==> src/rtl/fp64_pkg.sv <==
// Shared binary64 field layout, constants and divider state encoding.
package fp64_pkg;

    localparam int EXP_W     = 11;
    localparam int FRAC_W    = 52;
    localparam int BIAS      = 1023;
    localparam int DIV_ITERS = 56;

    localparam logic [63:0] QNAN = 64'h7FF8_0000_0000_0000;

    typedef struct packed {
        logic              sign;
        logic [EXP_W-1:0]  exp;
        logic [FRAC_W-1:0] frac;
    } fp64_t;

    typedef enum logic [1:0] {IDLE, DIV, ROUND, DONE} state_t;

endpackage

==> src/rtl/fp64_classify.sv <==
// Combinational operand decode; exponent field 0 is treated as zero (subnormals flushed).
module fp64_classify
    import fp64_pkg::*;
(
    input  fp64_t op,
    output logic  is_zero,
    output logic  is_inf,
    output logic  is_nan
);

    logic exp_max;

    assign exp_max = &op.exp;
    assign is_zero = (op.exp == '0);
    assign is_inf  = exp_max && (op.frac == '0);
    assign is_nan  = exp_max && (op.frac != '0);

endmodule

==> src/rtl/fp64_seq_divider.sv <==
// Iterative radix-2 restoring binary64 divider, fixed 57-cycle latency, valid/ready on both sides.
// Optional FPDIV_EXCEPT_FLAGS_EN adds except_flags = {invalid, div_by_zero, overflow, underflow, inexact}.
module fp64_seq_divider
    import fp64_pkg::*;
(
    input  logic        clk,
    input  logic        rst_n,
    input  logic        in_valid,
    output logic        in_ready,
    input  logic [63:0] A,
    input  logic [63:0] B,
    output logic        out_valid,
    input  logic        out_ready,
    output logic [63:0] final_quotient
`ifdef FPDIV_EXCEPT_FLAGS_EN
    ,
    output logic [4:0]  except_flags
`endif
);

    // Handshake: a transfer happens on a rising edge where valid && ready;
    // in_ready is high only in IDLE, out_valid only in DONE, and the result holds until taken.

    fp64_t a, b;
    logic  a_zero, a_inf, a_nan;
    logic  b_zero, b_inf, b_nan;

    assign a = A;
    assign b = B;

    fp64_classify u_class_a (.op(a), .is_zero(a_zero), .is_inf(a_inf), .is_nan(a_nan));
    fp64_classify u_class_b (.op(b), .is_zero(b_zero), .is_inf(b_inf), .is_nan(b_nan));

    state_t      state, state_next;
    logic [5:0]  cnt;
    logic        accept, last_iter;

    logic [53:0]        rem;
    logic [52:0]        mb_r;
    logic [55:0]        quo;
    logic signed [12:0] exp_r;
    logic               sign_r;
    logic               special_r;
    logic [63:0]        spec_r;

    assign accept    = in_valid && in_ready;
    assign last_iter = (cnt == 6'(DIV_ITERS - 1));

    always_ff @(posedge clk or negedge rst_n) begin
        if (!rst_n) state <= IDLE;
        else        state <= state_next;
    end

    always_comb begin
        state_next = state;
        case (state)
            IDLE:    if (in_valid)  state_next = DIV;
            DIV:     if (last_iter) state_next = ROUND;
            ROUND:                  state_next = DONE;
            DONE:    if (out_ready) state_next = IDLE;
            default:                state_next = IDLE;
        endcase
    end

    always_comb begin
        in_ready  = (state == IDLE);
        out_valid = (state == DONE);
    end

    // Special operands resolved at accept, first match wins.
    logic        spec_nan, spec_inf, spec_zero, res_sign;
    logic [63:0] spec_val;

    always_comb begin
        res_sign  = a.sign ^ b.sign;
        spec_nan  = a_nan || b_nan || (a_zero && b_zero) || (a_inf && b_inf);
        spec_inf  = a_inf || b_zero;
        spec_zero = a_zero || b_inf;
        if (spec_nan)      spec_val = QNAN;
        else if (spec_inf) spec_val = {res_sign, 11'h7FF, 52'h0};
        else               spec_val = {res_sign, 63'h0};
    end

    // One restoring step: subtract the divisor when it fits, then shift the remainder.
    logic        ge;
    logic [53:0] rem_keep, rem_next;

    always_comb begin
        ge       = (rem >= {1'b0, mb_r});
        rem_keep = ge ? (rem - {1'b0, mb_r}) : rem;
        rem_next = rem_keep << 1;
    end

    // Normalize, round to nearest even, and range-check the exponent.
    logic               norm, g, s, rnd_up;
    logic [52:0]        mant;
    logic [53:0]        mant_r;
    logic [51:0]        frac_fin;
    logic signed [12:0] e_fin;
    logic               ovf, unf;
    logic [63:0]        norm_res;

    always_comb begin
        norm     = quo[55];
        mant     = norm ? quo[55:3] : quo[54:2];
        g        = norm ? quo[2] : quo[1];
        s        = norm ? (quo[1] | quo[0] | (rem != '0)) : (quo[0] | (rem != '0));
        rnd_up   = g & (s | mant[0]);
        mant_r   = {1'b0, mant} + {53'b0, rnd_up};
        frac_fin = mant_r[53] ? mant_r[52:1] : mant_r[51:0];
        e_fin    = exp_r - {12'b0, ~norm} + {12'b0, mant_r[53]};
        ovf      = (e_fin >= 13'sd2047);
        unf      = (e_fin <= 13'sd0);
        if (ovf)      norm_res = {sign_r, 11'h7FF, 52'h0};
        else if (unf) norm_res = {sign_r, 63'h0};
        else          norm_res = {sign_r, e_fin[10:0], frac_fin};
    end

    always_ff @(posedge clk or negedge rst_n) begin
        if (!rst_n) begin
            rem            <= '0;
            mb_r           <= '0;
            quo            <= '0;
            cnt            <= '0;
            exp_r          <= '0;
            sign_r         <= 1'b0;
            special_r      <= 1'b0;
            spec_r         <= '0;
            final_quotient <= '0;
        end else if (accept) begin
            rem       <= {2'b01, a.frac};
            mb_r      <= {1'b1, b.frac};
            quo       <= '0;
            cnt       <= '0;
            exp_r     <= {2'b00, a.exp} - {2'b00, b.exp} + 13'(BIAS);
            sign_r    <= res_sign;
            special_r <= spec_nan || spec_inf || spec_zero;
            spec_r    <= spec_val;
        end else if (state == DIV) begin
            rem <= rem_next;
            quo <= {quo[54:0], ge};
            cnt <= cnt + 6'd1;
        end else if (state == ROUND) begin
            final_quotient <= special_r ? spec_r : norm_res;
        end
    end

`ifdef FPDIV_EXCEPT_FLAGS_EN
    // Signalling NaN = NaN with the quiet bit clear; inf/0 is an exact infinity, not div-by-zero.
    logic [4:0] spec_flags_r;
    logic       invalid, dbz;

    always_comb begin
        invalid = (a_nan && !a.frac[FRAC_W-1]) || (b_nan && !b.frac[FRAC_W-1]) ||
                  (a_zero && b_zero) || (a_inf && b_inf);
        dbz     = b_zero && !a_zero && !a_nan && !a_inf;
    end

    always_ff @(posedge clk or negedge rst_n) begin
        if (!rst_n) begin
            spec_flags_r <= '0;
            except_flags <= '0;
        end else if (accept) begin
            spec_flags_r <= {invalid, dbz, 3'b000};
        end else if (state == ROUND) begin
            except_flags <= special_r ? spec_flags_r
                                      : {2'b00, ovf, unf, ovf | unf | g | s};
        end
    end
`endif

endmodule

==> config.mk <==
export PLATFORM = sky130hd
export DESIGN_NAME = fp64_seq_divider
export DESIGN_NICKNAME = d
export VERILOG_FILES = /design/src/rtl/fp64_pkg.sv /design/src/rtl/fp64_classify.sv /design/src/rtl/fp64_seq_divider.sv
export SDC_FILE = /design/constraint.sdc
export NUM_CORES = 1
export LEC_CHECK = 0
export CAP_MARGIN = 10
export CORE_MARGIN = 4
export CORE_UTILIZATION = 37
export DETAILED_ROUTE_END_ITERATION = 12
export GPL_ROUTABILITY_DRIVEN = 0
export PLACE_DENSITY = 0.56
export SYNTH_ARGS = -nofsm -noshare
export SYNTH_HDL_FRONTEND = slang
export SYNTH_SLANG_ARGS = --single-unit
export TNS_END_PERCENT = 1
==> constraint.sdc <==
create_clock -name clk -period 12.38 [get_ports clk]
set_clock_uncertainty 0.1 [all_clocks]
set_input_delay 1.238 -clock clk [delete_from_list [all_inputs] [get_ports clk]]
set_output_delay 1.238 -clock clk [all_outputs]
set_load 0.02 [all_outputs]
**After elaboration in Yosys (flattened, before gate mapping)**

Cells that the tools add are included.

- Add/subtract/negate cells: 7
- Order comparisons: 3
- Equal/unequal tests: 7
- Muxes and demuxes: 20
- Bitwise gates (word level): 9
- Reductions and logical operators: 27

Operators with widths:

| cell | count |
|---|---|
| two-way mux 63 bit | 3 |
| two-way mux 64 bit | 2 |
| two-way mux 56 bit | 2 |
| two-way mux 54 bit | 2 |
| two-way mux 53 bit | 2 |
| logical NOT 52 bit | 2 |
| nonzero test 52 bit | 2 |
| adder 53 x 1 -> 54 bit | 1 |
| greater-or-equal comparator 54 x 53 -> 1 bit | 1 |
| nonzero test 54 bit | 1 |
| subtractor 53 bit | 1 |
| two-way mux 52 bit | 1 |
| logical NOT 11 bit | 2 |
| AND reduction 11 bit | 2 |
| adder 12 x 11 -> 13 bit, second input constant | 1 |
| adder 13 x 1 -> 13 bit | 1 |
| greater-or-equal comparator 13 x 12 -> 1 bit, second input constant | 1 |
| less-or-equal comparator 13 x 1 -> 1 bit, second input constant | 1 |
| subtractor 13 x 1 -> 13 bit | 1 |
| two-way mux 6 bit | 2 |
| subtractor 11 x 11 -> 12 bit | 1 |
| one-hot mux 2 bit (4 select lines) | 1 |
| logical AND 1 bit | 7 |
| logical OR 1 bit | 7 |
| other kinds (15) | 26 |

- Flip-flop bits (word level): 314
- Input port bits: 132
- Output and inout bits: 66
- Word-level logic and storage cells: 83

**Logic depth before layout (Yosys ltp)**

Gate-level depths: netlist of run 1.

- Word-level depth: 11
- Depth in mapped cells: 27
- Mapped depth without buffers: 21

**Cells and area by module**

A second synthesis of run 1 with hierarchy kept.

- Cell total of the unflattened synthesis: 2233
- Area total of the unflattened synthesis: 18327.6 µm²

Modules (own cells, without submodules):

| module | instances | cells each | area each (µm²) | seq. area each (µm²) |
|---|---|---|---|---|
| fp64_seq_divider | 1 | 2177 | 17969.7 | 6331.1 |
| fp64_classify | 2 | 28 | 178.9 | 0.0 |

**Worst setup path before layout of run 1**

OpenSTA, ideal clock, no wires.

- Path type: flip-flop to flip-flop
- Start: register quo[55]
- End: register final_quotient[30]
- Library setup time: 0.078 ns
- Arrival time: 5.178 ns
- Required time: 12.202 ns
- Slack: 7.024 ns
- Stages on the path, launching flop included: 25
- Path buffers: 4
- Clock period less this slack: 5.356 ns
- Cell sequence: dfrtp_1 -> buf_6 -> mux2i_1 -> or4b_1 -> nor4b_2 -> and3_1 -> nand2_1 -> or3_1 -> buf_2 -> ha_1 -> inv_1 -> ha_1 -> fa_1 -> a21o_1 -> a21oi_1 -> o21ai_0 -> a31oi_1 -> a21oi_1 -> xnor2_1 -> nor2_1 -> nand4_1 -> nand2b_1 -> buf_2 -> buf_4 -> o2bb2ai_1

- Cells in the longest elaborated chain, start to end: 9
- Elaborated cells between the ends (all ways): 15
- Classes of those cells: add/sub (3); order compare (2); mux (7); bitwise (3)

Ends and longest elaborated chain:

| item | line | RTL |
|---|---|---|
| start, declared | fp64_seq_divider.sv:40 | `logic [55:0] quo;` |
| start signal, assigned | fp64_seq_divider.sv:141 | `quo <= {quo[54:0], ge};` |
| two-way mux 1 bit / two-way mux 53 bit (equally long branches) | fp64_seq_divider.sv:107, fp64_seq_divider.sv:105 |  |
| OR 1 bit | fp64_seq_divider.sv:108 | `rnd_up = g & (s \| mant[0]);` |
| AND 1 bit | fp64_seq_divider.sv:108 |  |
| adder 53 x 1 -> 54 bit | fp64_seq_divider.sv:109 | `mant_r = {1'b0, mant} + {53'b0, rnd_up};` |
| adder 13 x 1 -> 13 bit | fp64_seq_divider.sv:111 | `e_fin = exp_r - {12'b0, ~norm} + {12'b0, mant_r[53]};` |
| less-or-equal comparator 13 x 1 -> 1 bit | fp64_seq_divider.sv:113 | `unf = (e_fin <= 13'sd0);` |
| two-way mux 63 bit | fp64_seq_divider.sv:115 | `else if (unf) norm_res = {sign_r, 63'h0};` |
| two-way mux 63 bit * | fp64_seq_divider.sv:114 | `if (ovf) norm_res = {sign_r, 11'h7FF, 52'h0};` |
| two-way mux 64 bit * | fp64_seq_divider.sv:144 | `final_quotient <= special_r ? spec_r : norm_res;` |
| end signal, assigned | fp64_seq_divider.sv:144 |  |
| end, declared | fp64_seq_divider.sv:14 | `output logic [63:0] final_quotient` |

Every way passes the cells marked *; elsewhere a longest branch is shown, timed or not.
A chain may end at the register's enable or synchronous reset.

**Worst setup path in the final report of run 1**

- Start: register quo[55]
- End: register final_quotient[4]

The elaborated chain is that of the path after synthesis.

==> flow_summary.yaml, run 1 <==
cells_and_area:
  layout-drive-gt1-share_pct: 4.43
  diodes: 0
  nNetsFinal: 2453
  finalNonFillerCells: 2870
  mostFrequentLayoutCells: "sky130_fd_sc_hd__dfrtp_1, sky130_fd_sc_hd__nand2_1, sky130_fd_sc_hd__clkdlybuf4s50_1"
  flow.area_growth_from_synthesis_pct: 18.9
  layout_commonest_cell: "sky130_fd_sc_hd__dfrtp_1"
floorplanning:
  core_region_area_um2: 47700
  die_x_um: 228
  die-area_um2: 51900
  pin_count: 198
  placement_rows: 80
  die_height_um: 228
  initial_core_util_pct: 37.4
sta:
  unrepaired_setup_endpoints_after_global_routing: "false"
  max_freq_mhz: 128
  final_hold_viol_count: 0
  timing.final.crit_period_ns: 7.82
  post-route-period-util_pct: 63.2
  fin_tns_setup_ns: 0
  timing.final.ws_setup_ns: 4.56
  setup_viol: 0
  slew-limit-headroom_pct: 24.1
  slew_at_the_pin_with_the_worst_max_slew_slack_ns: 1.11
  timing_max_transition_violations_final: 0
drt:
  viasPerCell: 5.55
  detail_route.wl_per_cell_um: 18.7
  detail_route.iter0.violations: 1221
  drt_wl_total_mm: 53.8
  count_of_vias_placed_by_the_detailed_router: 15933
  route.antenna.remaining_nets: 0
  drt_pre_antenna_iters: 6
  number_of_remaining_drc_errors: 0
synthesis:
  synthFlopType: "sky130_fd_sc_hd__dfrtp_1"
  synth_top_area_cell: "sky130_fd_sc_hd__dfrtp_1"
  ys_types: 86
  synth_nets: 2334
  top_cell_type_s_share_of_synthesized_area_pct: 35.4
  flops_latches_synth: 253
  synth_seq_area_share_pct: 35.4
  synth_edf_count: 0
  yosys_warnings: 0
  cells_after_synthesis: 2115
  syn_area_per_cell_um2: 8.45
  mappedNetlistArea_um2: 17900
  share_of_flip_flops_with_an_asynchronous_set_or_reset_pct: 100
  yosys-top-cells-area: "sky130_fd_sc_hd__dfrtp_1, sky130_fd_sc_hd__ha_1, sky130_fd_sc_hd__mux2i_1, sky130_fd_sc_hd__o21ai_0, sky130_fd_sc_hd__nand2_1"
pwr:
  max-vdd-ir-drop_mv: 0.114
  pwr_density_cell_nw_per_um2: 88.1
  total_power_consumption_of_the_routed_design_w: 0.00187
  power.leakage_nw: 9.63
clock_network:
  cts.reportedPaths.clkPinSlew_ns: 0.06
  ctsResizeCount: 0
  root_buffer: "sky130_fd_sc_hd__clkbuf_16"
  post_cts_setup_bufs: 0
  clk_path_buf_depth: 3
  tritoncts.num_buffers: 31
  clock_tree_from_tritoncts: "done"
  cts.sink_count: 253
  htree_num_levels: 1
  worst_skew_pair.late_latency_ns: 0.57
  post_cts_hold_buffer_count: 0
placement:
  port-buffer-count: 197
  dp.final_hpwl_mm: 40.1
  dp.cells: 2816
  pre_cts_slack_ns: 4.57
global_routing:
  first_global_vias: 15799
  global_route.overflow_total: 0
  grt_max_degree: 110
  total_global_route_track_usage_pct: 20.0
  antenna_found_initial: 0
  grt_pass1_wl_mm: 86.4
worst_setup_path:
  critical-path-slowest-cell: "sky130_fd_sc_hd__nand2b_1"
  crit_required_ns: 12.76
  start_kind: "flop"
  critical_path.top_delay_family: "simple AND/OR/NAND/NOR gates"
  critical_path.cell_chain: "buf_4 -> mux2i_1 -> or4b_1 -> nor4b_2 -> and3_1 -> nand2_1 -> or3_1 -> ha_1 -> inv_1 -> ha_1 -> fa_1 -> a21o_1 -> a21oi_1 -> o21ai_0 -> a31oi_1 -> a21oi_1 -> xnor2_1 -> nor2_1 -> nand4_1 -> nand2b_1 -> o2bb2ai_1"
  path_buf_inv: 2
  criticalPathCategory: "reg2reg"
  cpPeakStageDelay_ns: 0.82
  critical_path_peak_fanout: 55
  crit_path_end_kind: "flop"
  worst-endpoint-arrival_ns: 8.20
min_path:
  hold_path_class: "reg2reg"
run:
  timing.max_cap.violations: 0
run_status:
  run_status: "completed"
==> flip-flops by register name (all words and copies together) (netlist names) <==
register,count
final_quotient,64
quo,56
rem,54
mb_r,53
exp_r,13
cnt,6
spec_r,3
state,2
sign_r,1
special_r,1
==> layer usage <==
layer  global-route usage (%)  part of all wire [%]  vias to the layer above  routed length, µm
li1                         -                     -                     7804                  -
met1                     27.4                    46                     7638              24500
met2                     33.2                    47                      403              25000
met3                     2.50                   4.4                       88               2380
met4                     6.41                   3.5                        0               1900
met5                        0                     0                        -                  0
==> path summary, 6_finish.rpt <==
kind                           from                  to  slack, ns  cells past startpoint
max reg2reg                 quo[55]   final_quotient[4]       4.56                     21
min reg2reg                mb_r[52]            mb_r[52]       0.34                      2
max                         quo[55]   final_quotient[4]       4.56                     21
max in group asynchronous     rst_n             quo[55]       9.90                      2
min                        mb_r[52]            mb_r[52]       0.34                      2
min in group asynchronous     rst_n  final_quotient[63]       0.64                      1
==> metrics by stage <==
step                      cell area (µm²)  hold WS, ns  utilization (%)
after floorplan                     17900        0.318                -
final                               21200        0.345             44.5
after CTS                           21200        0.351             44.5
after global placement              20200        0.334             42.3
after global routing                21200        0.389             44.5
after detailed placement            20200        0.336             42.3
==> report_power, final <==
group | internal, W | switching (W) | leakage (nW)
registers | 0.000827 | 0 | 3.09
clock network | 0.000570 | 0.000360 | 0.505
logic | 0.0000558 | 0.0000584 | 6.03
total | 0.00145 | 0.000419 | 9.63
==> tightest hold or removal path, delay by kind of cell, from the launching register on <==
kind	cells	cell delay, ns
AND/OR/NAND/NOR	1	0.05
buffers and inverters	1	0.05
flip-flops	1	0.32
==> synth_stat cells (45+ instances only) <==
| library cell | instances |
|---|---|
| sky130_fd_sc_hd__and3_1 | 51 |
| sky130_fd_sc_hd__xor2_1 | 62 |
| sky130_fd_sc_hd__dfrtp_1 | 253 |
| sky130_fd_sc_hd__nor2_1 | 182 |
| sky130_fd_sc_hd__o2bb2ai_1 | 49 |
| sky130_fd_sc_hd__ha_1 | 84 |
| sky130_fd_sc_hd__nand4_1 | 45 |
| sky130_fd_sc_hd__a21oi_1 | 136 |
| sky130_fd_sc_hd__nand2_1 | 224 |
| sky130_fd_sc_hd__inv_1 | 119 |
| sky130_fd_sc_hd__o21ai_0 | 178 |
| sky130_fd_sc_hd__nor4_1 | 56 |
| sky130_fd_sc_hd__clkbuf_1 | 85 |
| sky130_fd_sc_hd__mux2i_1 | 94 |
| sky130_fd_sc_hd__xnor2_1 | 81 |
==> final cells by class <==
type	instances	area (µm²)
repair buffers	211	2080
multi-input cells	1616	10600
flip-flops and latches	253	6330
fillers	4757	26500
inverters	121	454
clock buffers	44	875
clock inverters	10	160
well taps	615	769
==> cell families after synthesis <==
logic type / after synthesis / share of synthesized area (%)
compound gates: 562 / 19.9
xor+xnor: 143 / 7.01
fa+ha+maj: 87 / 6.22
buf+inv: 246 / 5.61
flops: 253 / 35.4
mux: 109 / 6.27
simple gates: 715 / 19.5
Note: power is estimated with default switching activity, not from simulation.
==> run 2: changes to the inputs <==
==> constraint.sdc (replaced) <==
create_clock -name clk -period 7.4 [get_ports clk]
set_clock_uncertainty 0.1 [all_clocks]
set_input_delay 0.74 -clock clk [delete_from_list [all_inputs] [get_ports clk]]
set_output_delay 0.74 -clock clk [all_outputs]
set_load 0.02 [all_outputs]
==> run 2 against run 1 <==
Via count is 0.13% higher. Hold slack worse by 0.27 ns. Routed wire length is 0.24% higher. Largest cell class unchanged.
==> flow_summary.yaml, run 2 (synthesis gave the netlist of run 1 again) <==
placement:
  port-buffer-count: 197
  dp.final_hpwl_mm: 40.2
  dp.cells: 2816
  pre_cts_slack_ns: 0.623
min_path:
  hold_path_class: "in2async"
cells_and_area:
  num-fill-cells: 4723
  finalNonFillerCells: 2876
  flow.area_growth_from_synthesis_pct: 19.9
  nNetsFinal: 2453
  layout.core_utilization_pct: 44.9
  layout_commonest_cell: "sky130_fd_sc_hd__dfrtp_1"
  reg.largest.list: "final_quotient: 64 flops, quo: 56 flops, rem: 54 flops"
  largest_reg_flops: 64
  layout-drive-gt1-share_pct: 4.83
  mostFrequentLayoutCells: "sky130_fd_sc_hd__dfrtp_1, sky130_fd_sc_hd__nand2_1, sky130_fd_sc_hd__clkdlybuf4s50_1"
  max_flop_register: "final_quotient"
worst_setup_path:
  critical_path.top_delay_family: "simple AND/OR/NAND/NOR gates"
  critical_path.reg2reg.startpoint: "quo[55]"
  crit_required_ns: 7.79
  start_kind: "flop"
  rrSetupSlack_ns: 0.65
  worst-endpoint-arrival_ns: 7.15
  cpPeakStageDelay_ns: 0.65
  r2r_endpoint: "final_quotient[10]"
  critical_path.cell_chain: "buf_4 -> mux2_2 -> nand4_1 -> nor2_1 -> o2111a_1 -> and3_1 -> nand2_1 -> or3_1 -> ha_1 -> inv_1 -> ha_1 -> fa_1 -> a21o_1 -> a21oi_1 -> o21ai_0 -> a31oi_1 -> a21oi_1 -> xnor2_1 -> nor2_1 -> nand4_1 -> buf_4 -> nand2b_1 -> o2bb2ai_1"
  critical-path-slowest-cell: "sky130_fd_sc_hd__dfrtp_4"
  criticalPathCategory: "reg2reg"
  crit_path_end_kind: "flop"
  critical_path_peak_fanout: 27
  path_buf_inv: 3
  timing.reg2reg.worst_path_depth: 23
  startpoint: "quo[55]"
sta:
  slew-limit-headroom_pct: 22.9
  post-route-period-util_pct: 91.2
  timing.final.ws_setup_ns: 0.648
  slew_at_the_pin_with_the_worst_max_slew_slack_ns: 1.15
  max_freq_mhz: 148
  timing.final.crit_period_ns: 6.75
  final_hold_viol_count: 0
  setup_viol: 0
  fin_tns_setup_ns: 0
  unrepaired_setup_endpoints_after_global_routing: "false"
  timing_max_transition_violations_final: 0
global_routing:
  global_route.overflow_total: 0
  total_global_route_track_usage_pct: 19.9
  antenna_found_initial: 2
  first_global_vias: 15702
  grt_max_degree: 144
  grt_pass1_wl_mm: 86.0
drt:
  count_of_vias_placed_by_the_detailed_router: 15953
  viasPerCell: 5.55
  number_of_remaining_drc_errors: 0
  drt_pre_antenna_iters: 5
  drt_wl_total_mm: 53.9
  detail_route.iter0.violations: 1179
  detail_route.wl_per_cell_um: 18.7
  route.antenna.remaining_nets: 0
pwr:
  max-vdd-ir-drop_mv: 0.171
  total_power_consumption_of_the_routed_design_w: 0.00336
  power.leakage_nw: 9.72
  netSwitchingFraction_pct: 21.9
  clockPowerShare_pct: 53.0
  fraction_of_power_consumed_by_combinational_cells_pct: 5.7
  p_int_w: 0.00262
  power_frac_seq_pct: 41.2
  netSwitchingPower_w: 0.000734
  pwr_density_cell_nw_per_um2: 157
floorplanning:
  pin_count: 198
  core_region_area_um2: 47700
  placement_rows: 80
  die_height_um: 228
  die-area_um2: 51900
  die_x_um: 228
  initial_core_util_pct: 37.4
run:
  timing.max_cap.violations: 0
clock_network:
  cts.sink_count: 253
  post_cts_setup_bufs: 0
  htree_num_levels: 1
  worst_skew_pair.late_latency_ns: 0.59
  root_buffer: "sky130_fd_sc_hd__clkbuf_16"
  clk_path_buf_depth: 3
  cts.reportedPaths.clkPinSlew_ns: 0.06
  ctsResizeCount: 0
  clock_tree_from_tritoncts: "done"
  post_cts_hold_buffer_count: 0
  tritoncts.num_buffers: 31
run_status:
  run_status: "completed"
-- run 2: area by class of cell --
class / count / area [µm²] / area share [%]
multi-input cells: 1616 / 10600 / 49.3
flip-flops and latches: 253 / 6330 / 29.6
repair buffers: 211 / 2090 / 9.77
clock buffers: 40 / 870 / 4.06
well taps: 615 / 769 / 3.59
inverters: 121 / 454 / 2.12
clock inverters: 18 / 340 / 1.59
diodes: 2 / 5.00 / 0.0234
-- run 2: per-layer routing --
layer  wire (µm)  global-route usage (%)
met3        2640                    2.72
met5           0                       0
met2       24800                    32.6
met4        2230                    7.35
met1       24300                    27.0
-- run 2: power groups by stage --
stage	clock (W)	combinational [W]	sequential, W
final	0.00178	0.000193	0.00138
after global routing	0.00187	0.000211	0.00138
after CTS	0.00183	0.000197	0.00138
after detailed placement	0	0.000196	0.00141
after global placement	0	0.000194	0.00141
after floorplan	0	0.0000570	0.00141
-- run 2: worst max-delay path by stage --
| stage | end | slack, ns | depth (start not counted) |
|---|---|---|---|
| final | final_quotient[10] | 0.65 | 23 |
| after global routing | final_quotient[34] | 0.08 | 23 |
| after CTS | final_quotient[14] | 0.60 | 21 |
| after detailed placement | final_quotient[14] | 0.62 | 21 |
| after global placement | final_quotient[14] | 0.72 | 21 |
| after floorplan | final_quotient[30] | 2.04 | 24 |
-- run 2: through the flow --
step	hold slack, ns	area (µm²)
6_report	0.0790	21400
5_1_grt	0.161	21400
4_1_cts	0.162	21400
3_5_place_dp	0.336	20200
3_3_place_gp	0.336	20200
2_1_floorplan	0.318	17900
==> patch (flow settings as in run 1) <==
The 4 states of `state_t` get a one-hot encoding in 4 bits.
--- a/src/rtl/fp64_pkg.sv
+++ b/src/rtl/fp64_pkg.sv
@@ -14,7 +14,7 @@
         logic [FRAC_W-1:0] frac;
     } fp64_t;
 
-    typedef enum logic [1:0] {IDLE, DIV, ROUND, DONE} state_t;
+    typedef enum logic [3:0] {IDLE = 4'b0001, DIV = 4'b0010, ROUND = 4'b0100, DONE = 4'b1000} state_t;
 
 endpackage
 
Function: same outputs for any inputs over 10 cycles, from zero or initial values and one cycle with rst_n low; not proved beyond that.
==> patch against run 1 <==
  * Synthesized cell count rose by 2.6%
  * Critical path type unchanged
  * Largest cell class unchanged
  * Count of clock-buffer cells in the layout is 1 higher
  * Sequential cell count increased by 2
  * Routed wire length rose by 5.0%
  * Area after synthesis is essentially flat
  * Cell area fell by 0.50%
  * Critical endpoint is now final_quotient[10]
  * Setup slack gained 0.18 ns
Power is not compared: it rests on default switching activity, and its combinational part moved more than twofold at a synthesized area within 25%.
==> patch: results (changes against run 1) <==
status finished, final reports clean; Synth area leaders dfrtp_1 36%, nand2_1 7.1%, o21ai_0 6.0%, ha_1 5.6%, xnor2_1 3.9%; Arr. time, crit path 8.05 ns (-0.15 ns); #MultiIn Comb 1650 (+2.1%); syn avg cell area 8.231 um2 (-2.6%); post-synth cell types 82 (-4.7%); Signal buf overhead 9.852% (+0.049 points); inverters 113 (-6.6%); Worst Path Max Fanout 60 (+9.1%); worst slack, placed 4.831 ns (+0.2587 ns); # fillers 4755 (-0.042%); syn nets 2385 (+2.2%); Starting DRT DRC Count 1391 (+14%); placed cells 2844 (+0.99%); post-detail-place hpwl 42040 um (+4.8%); GRT met1 Usage 27.83% (+0.43 points); final instance count without filler cells 2900 (+1.0%); Slew @ Worst Pin 1.162 ns (+0.05308 ns); Reg area 0.006386 mm2 (+0.81%); layout net count 2476 (+0.94%); routing usage on met3 3.006% (+0.51 points); #FFs+latches synth 255 (+0.79%); first-pass GRT wire length 89490 um (+3.5%); CTS max path bufs 3 (unchanged); clk_buf instances 45 (+2.3%); Layout clock area frac 4.754% (-0.12 points); fraction of layout cells with a size suffix above 1 4.553% (+0.12 points); Slowest cell on crit path and2_1; most common cell in the netlist nand2_1; Pre-antenna DRT Iters 5 (-1); met3 wire length 2951 um (+24%); footprint of the multi-input gates 0.01046 mm2 (-0.95%); Via Count 16.46k (+3.3%); met2 usage 35.31% (+2.1 points); GRT Util Overall 20.75% (+0.71 points)
## patch: changes by cell type in the layout (fill, tap and decap cells not counted), moves of 10 or more
| cell | delta |
|---|---|
| a22o_1 | +28 |
| a222oi_1 | +13 |
| mux2i_1 | -60 |
| nand2_1 | +117 |
| and3_1 | -37 |
| a22oi_1 | +35 |
| o2bb2ai_1 | -49 |
| o21ai_0 | +37 |
| nor2_1 | -81 |
| a221oi_1 | -10 |
| a32o_1 | +19 |
| nand3_1 | +14 |
## patch: logic make-up (layout without fill, tap and decap cells)
group	after synthesis	after routing	synth area share, %
XOR/XNOR	145	145	7.110
adder cells (fa/ha/maj)	83	83	5.940
AO/OA/AOI/OAI	630	630	22.56
flip-flops	255	255	35.73
AND/OR/NAND/NOR	746	746	20.19
buffers and inverters	265	379	5.807
multiplexers	46	46	2.662
other	0	1	0
## patch: metrics by stage
| stage | total power (W) | instance area [um2] |
|---|---|---|
| floorplan | 0.003480 | 17860 |
| global placement | 0.004231 | 20130 |
| detailed placement | 0.004254 | 20130 |
| CTS | 0.005190 | 21130 |
| global route | 0.005609 | 21130 |
| finish | 0.005205 | 21130 |
## patch: where the power goes
part | internal (W) | total [W] | switching, W
Sequential | 0.00105 | 0.00122 | 0.000175
Clock | 0.000534 | 0.000901 | 0.000367
Combinational | 0.00117 | 0.00308 | 0.00191
## patch: worst paths after layout
| kind | from | end | slack, ns | cells after the start |
|---|---|---|---|---|
| worst max-delay path | quo[55] | final_quotient[10] | 4.74 | 23 |
| worst max register to register | quo[55] | final_quotient[10] | 4.74 | 23 |
| max in group asynchronous | rst_n | quo[55] | 9.18 | 3 |
| min in group asynchronous | rst_n | final_quotient[32] | 0.57 | 1 |
| worst min-delay path | mb_r[52] | mb_r[52] | 0.35 | 2 |
| worst min register to register | mb_r[52] | mb_r[52] | 0.35 | 2 |
